[src/rtl/ram8_write_arbiter.sv]
// ============================================================================
// Module  : ram8_write_arbiter
// Brief   : Round-robin burst arbiter for the single write port of an 8-word bank.
// Revision: 1.0
// ============================================================================
`default_nettype none

module ram8_write_arbiter #(
  parameter int WIDTH     = 16,
  parameter int MAX_BURST = 4
) (
  input  logic               clk,
  input  logic               rst_n,
  input  logic [7:0]         req,
  input  logic [23:0]        addr,
  input  logic [8*WIDTH-1:0] data,
  output logic [7:0]         gnt,
  output logic               wr_load,
  output logic [2:0]         wr_sel,
  output logic [WIDTH-1:0]   wr_data,
  output logic               busy
);

  localparam logic [0:0] c_st_idle   = 1'b0;
  localparam logic [0:0] c_st_grant  = 1'b1;
  localparam logic [4:0] c_max_burst = 5'(MAX_BURST);

  logic [0:0]       r_state, w_state_nxt;
  logic [2:0]       r_ptr, w_ptr_nxt;
  logic [3:0]       r_beat, w_beat_nxt;
  logic [2:0]       r_owner, w_owner_nxt;
  logic [7:0]       r_gnt, w_gnt_nxt;
  logic             r_wr_load;
  logic [2:0]       r_wr_sel;
  logic [WIDTH-1:0] r_wr_data;
  logic             w_accept;
  logic [3:0]       w_scan;
  logic [2:0]       w_addr [8];
  logic [WIDTH-1:0] w_data [8];

  genvar gi;
  for (gi = 0; gi < 8; gi++) begin : g_unpack
    assign w_addr[gi] = addr[3*gi +: 3];
    assign w_data[gi] = data[WIDTH*gi +: WIDTH];
  end

  // Returns {found, index} of the first set bit scanning upward from start, mod 8.
  function automatic logic [3:0] f_scan(input logic [7:0] r, input logic [2:0] start);
    logic [2:0] idx;
    f_scan = 4'b0;
    for (int k = 7; k >= 0; k--) begin
      idx = start + 3'(k);
      if (r[idx]) f_scan = {1'b1, idx};
    end
  endfunction

  // The owner's gnt bit is always set in GRANT, so acceptance only needs its req.
  assign w_accept = (r_state == c_st_grant) && req[r_owner];

  always_ff @(posedge clk or negedge rst_n) begin
    if (!rst_n) begin
      r_state   <= c_st_idle;
      r_ptr     <= 3'd0;
      r_beat    <= 4'd0;
      r_owner   <= 3'd0;
      r_gnt     <= 8'd0;
      r_wr_load <= 1'b0;
      r_wr_sel  <= 3'd0;
      r_wr_data <= '0;
    end else begin
      r_state   <= w_state_nxt;
      r_ptr     <= w_ptr_nxt;
      r_beat    <= w_beat_nxt;
      r_owner   <= w_owner_nxt;
      r_gnt     <= w_gnt_nxt;
      r_wr_load <= w_accept;
      if (w_accept) begin
        r_wr_sel  <= w_addr[r_owner];
        r_wr_data <= w_data[r_owner];
      end
    end
  end

  always_comb begin
    w_state_nxt = r_state;
    w_ptr_nxt   = r_ptr;
    w_beat_nxt  = r_beat;
    w_owner_nxt = r_owner;
    w_gnt_nxt   = r_gnt;
    w_scan      = 4'b0;
    case (r_state)
      c_st_idle: begin
        w_scan = f_scan(req, r_ptr);
        if (w_scan[3]) begin
          w_state_nxt = c_st_grant;
          w_owner_nxt = w_scan[2:0];
          w_gnt_nxt   = 8'b1 << w_scan[2:0];
          w_beat_nxt  = 4'd0;
        end
      end
      default: begin
        if (req[r_owner] && (({1'b0, r_beat} + 5'd1) < c_max_burst)) begin
          w_beat_nxt = r_beat + 4'd1;
        end else begin
          // Scanning from owner+1 leaves the current owner at lowest priority.
          w_ptr_nxt  = r_owner + 3'd1;
          w_scan     = f_scan(req, r_owner + 3'd1);
          w_beat_nxt = 4'd0;
          if (w_scan[3]) begin
            w_owner_nxt = w_scan[2:0];
            w_gnt_nxt   = 8'b1 << w_scan[2:0];
          end else begin
            w_gnt_nxt   = 8'd0;
            w_state_nxt = c_st_idle;
          end
        end
      end
    endcase
  end

  always_comb begin
    gnt     = r_gnt;
    wr_load = r_wr_load;
    wr_sel  = r_wr_sel;
    wr_data = r_wr_data;
    busy    = (r_state == c_st_grant);
  end

endmodule

`default_nettype wire

[config.mk]
export PLATFORM = sky130hd
export DESIGN_NAME = ram8_write_arbiter
export DESIGN_NICKNAME = d
export VERILOG_FILES = /design/src/rtl/ram8_write_arbiter.sv
export SDC_FILE = /design/constraint.sdc
export NUM_CORES = 1
export LEC_CHECK = 0
export CAP_MARGIN = 20
export CELL_PAD_IN_SITES_DETAIL_PLACEMENT = 1
export CELL_PAD_IN_SITES_GLOBAL_PLACEMENT = 1
export CORE_MARGIN = 4
export CORE_UTILIZATION = 33
export DETAILED_ROUTE_END_ITERATION = 6
export PLACE_DENSITY_LB_ADDON = 0.25
export SLEW_MARGIN = 20
export SYNTH_ARGS = -nofsm -noshare
export SYNTH_HDL_FRONTEND = slang
export SYNTH_SLANG_ARGS = --single-unit
[constraint.sdc]
create_clock -name clk -period 5.1 [get_ports clk]
set_input_delay 0.765 -clock clk [delete_from_list [all_inputs] [get_ports clk]]
set_output_delay 0.765 -clock clk [all_outputs]
set_load 0.01 [all_outputs]
==> impl_metrics.py <==
metrics = {
    "routing": {
        "routed_wl_um": 16500,
        "drt_iter0_drc": 211,
        "drt_first_pass_iters": 4,
        "wl_per_cell_um": 21.8,
        "route.detailed.drc": 0,
        "vias_per_cell": 5.67,
        "vias": 4295,
        "antenna_left": 0,
    },
    "clock_network": {
        "cts_max_level": 2,
        "clkTransAtPathRegs_ps": 60,
        "postCtsHoldBufs": 0,
        "clock_sinks": 39,
        "numCtsBuffers": 5,
        "cts_tree": "yes",
        "cts_resized": 0,
        "ctsRootBufferMaster": "clkbuf_16",
        "clk_path_buf_depth": 2,
        "clkLatencyLatePin_ps": 290,
        "cts_setup_buffers": 0,
    },
    "global_routing": {
        "track_usage": 0.212,
        "antenna_found_initial": 0,
        "grt_pass1_wl_um": 26500,
        "overflow": 0,
        "grt_pass1_vias": 4820,
        "grt_max_degree": 55,
    },
    "synth": {
        "yosysWarnings": 0,
        "synth.avg_cell_area_um2": 10.7,
        "netlist_area_um2": 4480,
        "syn_nets": 584,
        "yosysSeqAreaShare": 0.218,
        "syn_inst": 417,
        "ys_seq_elements": 39,
        "ys_types": 67,
        "async_reset_ff_frac": 1.00,
        "synth_edf_count": 0,
        "synth_ff_type": "dfrtp_1",
    },
    "final_layout": {
        "drive_gt1_frac": 0.175,
        "fillCellCount": 1438,
        "finalNonFillerCells": 758,
        "fin_nets": 748,
        "antenna_cells": 0,
        "area_delta_synth_final_pct": 47.6,
    },
    "worst_setup_path": {
        "cp.required_ps": 5290,
        "cp_data_arrival_time_ps": 4240,
        "rr_endpoint": "gnt[3]$_DFFE_PN0P_",
        "worstPathMaxFanout": 22,
        "r2r_start": "r_owner[0]$_DFFE_PN0P_",
        "path_delay_family": "simple AND/OR/NAND/NOR gates",
        "worstSetupPathType": "reg -> reg",
        "crit_chain": "clkinv_1 > ha_1 > xnor3_2 > mux2i_4 > nand2_2 > or4b_1 > a32o_2 > or4_1 > o311ai_1",
        "r2r_slack_ps": 1050,
        "worstSetupStartpointType": "flop",
        "max_stage_delay_ps": 960,
        "rr_worst_depth": 9,
        "path_buf_inv": 1,
        "crit_path_end_kind": "flop",
        "cp-startpoint": "r_owner[0]$_DFFE_PN0P_",
        "slowest_stage": "ha_1",
    },
    "timing": {
        "min_period_ps": 4050,
        "worst_slack_ps": 1050,
        "fmaxAchievable_mhz": 247,
        "setup_viol": 0,
        "tightest_slew_ps": 930,
        "setup_tns_ps": 0,
        "grt_setup_unrepaired": "no",
        "slew_headroom": 0.380,
        "fin_worst_skew_ps": 8.42,
        "fin_crit_sh": 0.795,
        "maxSlewViolCount": 0,
        "hold_violations": 0,
    },
    "worst_hold_path": {
        "worstHoldEndpoint": "wr_data[4]$_DFFE_PN0P_",
        "hp-class": "reg -> reg",
        "hold_path_startpoint": "wr_data[4]$_DFFE_PN0P_",
        "holdPathStages": 2,
    },
    "placement": {
        "dp_cells": 750,
        "pre_cts_ws_ps": 879,
        "place_hpwl_um": 13600,
        "routabilityCongestion": 0.873,
        "port_buffers": 190,
    },
    "flow_run": {
        "maxCapViolations": 0,
    },
    "floorplanning": {
        "fp.dieH_um": 125,
        "pin_count": 191,
        "rows": 42,
        "die_width_um": 125,
        "dieArea_um2": 15500,
        "initial_utilization": 0.337,
        "core-area_um2": 13300,
    },
    "power_and_ir_drop": {
        "power_mw": 4.48,
        "peakVddDrop_uv": 246,
        "power.density_nw_per_um2": 677,
        "cellLeakagePower_nw": 2.46,
    },
    "run_status": {
        "status": "completed",
    },
}
cell families (layout without fill, tap and decap cells):
group,after synthesis,in the layout,synth area share
mux,111,111,0.432
fa+ha+maj,5,5,0.0140
flops,39,39,0.218
buf+inv,50,215,0.0477
compound gates,91,91,0.134
simple gates,113,113,0.128
xor+xnor,8,8,0.0254
area by class of cell:
| type | instances | area (um^2) | share of cell area |
|---|---|---|---|
| flip-flops and latches | 39 | 978 | 0.148 |
| inverters | 11 | 41.3 | 0.00624 |
| repair buffers | 196 | 1940 | 0.294 |
| multi-input cells | 328 | 3290 | 0.498 |
| clock buffers | 6 | 129 | 0.0195 |
| well taps | 176 | 220 | 0.0333 |
| clock inverters | 2 | 12.5 | 0.00189 |
flip-flops by register name, summed over array words and instances (netlist names):
signal / count
wr_data: 16
gnt: 8
r_beat: 4
r_owner: 3
r_ptr: 3
wr_sel: 3
busy: 1
wr_load: 1
tightest hold or removal path, stage by stage, from the launching register on:
cell and delay [ps]:
dfrtp_1 340, nand2_1 50, o21ai_0 60
layout by cell type (no fill, tap or decap), drive strengths merged, types with 3 or more instances in the layout:
master / instances
a211oi: 3
a21oi: 13
a22o: 4
a22oi: 4
a31oi: 3
and2: 7
buf: 7
clkbuf: 6
clkdlybuf4s50: 189
clkinv: 3
dfrtp: 39
ha: 5
inv: 9
mux2: 15
mux2i: 34
mux4: 62
nand2: 49
nand2b: 3
nand3: 3
nand3b: 4
nor2: 13
nor2b: 6
nor3: 5
nor4: 3
o211ai: 7
o21ai: 30
o221ai: 4
o311ai: 3
o31ai: 3
or2: 4
or3b: 3
xnor2: 4
stage by stage:
| step | cell area [um^2] | hold slack [ps] | utilization |
|---|---|---|---|
| 2_1_floorplan | 4480 | 468 | - |
| 4_1_cts | 6620 | 483 | 0.498 |
| 3_5_place_dp | 6470 | 472 | 0.487 |
| 5_1_grt | 6620 | 513 | 0.498 |
| 3_3_place_gp | 6470 | 464 | 0.487 |
| 6_report | 6620 | 481 | 0.498 |
where the power goes:
group | total, mW | internal, mW | leakage, nW | switching, mW
clock | 0.313 | 0.181 | 0.0669 | 0.132
combinational | 3.60 | 1.72 | 1.91 | 1.88
sequential | 0.562 | 0.456 | 0.484 | 0.105
total | 4.48 | 2.36 | 2.46 | 2.11
worst max-delay path by stage:
stage	endpoint	slack (ps)	depth (start not counted)
2_1_floorplan	gnt[3]$_DFFE_PN0P_	1250	12
3_3_place_gp	gnt[0]$_DFFE_PN0P_	1060	8
3_5_place_dp	gnt[0]$_DFFE_PN0P_	880	8
4_1_cts	gnt[3]$_DFFE_PN0P_	1010	9
5_1_grt	gnt[2]$_DFFE_PN0P_	750	9
6_report	gnt[3]$_DFFE_PN0P_	1050	9
synth_stat cells, drive strengths merged (4+ instances only):
master | n | share of area
mux4 | 62 | 0.31
nand2 | 49 | 0.042
dfrtp | 39 | 0.22
mux2i | 34 | 0.082
o21ai | 30 | 0.033
clkbuf | 24 | 0.020
buf | 15 | 0.018
mux2 | 15 | 0.038
a21oi | 13 | 0.015
nor2 | 13 | 0.011
inv | 9 | 0.0075
and2 | 7 | 0.0098
o211ai | 7 | 0.012
nor2b | 6 | 0.0084
ha | 5 | 0.014
nor3 | 5 | 0.0056
a22o | 4 | 0.0078
a22oi | 4 | 0.0067
nand3b | 4 | 0.0067
o221ai | 4 | 0.0078
or2 | 4 | 0.0056
xnor2 | 4 | 0.0078
per-layer routing:
| metal | share of wire | vias up | track usage |
|---|---|---|---|
| met5 | 0 | - | 0 |
| met4 | 0.018 | 0 | 0.0548 |
| met1 | 0.39 | 2163 | 0.244 |
| met3 | 0.056 | 15 | 0.0407 |
| met2 | 0.54 | 137 | 0.399 |
| li1 | - | 1980 | - |
(Power assumes the default switching activity.)
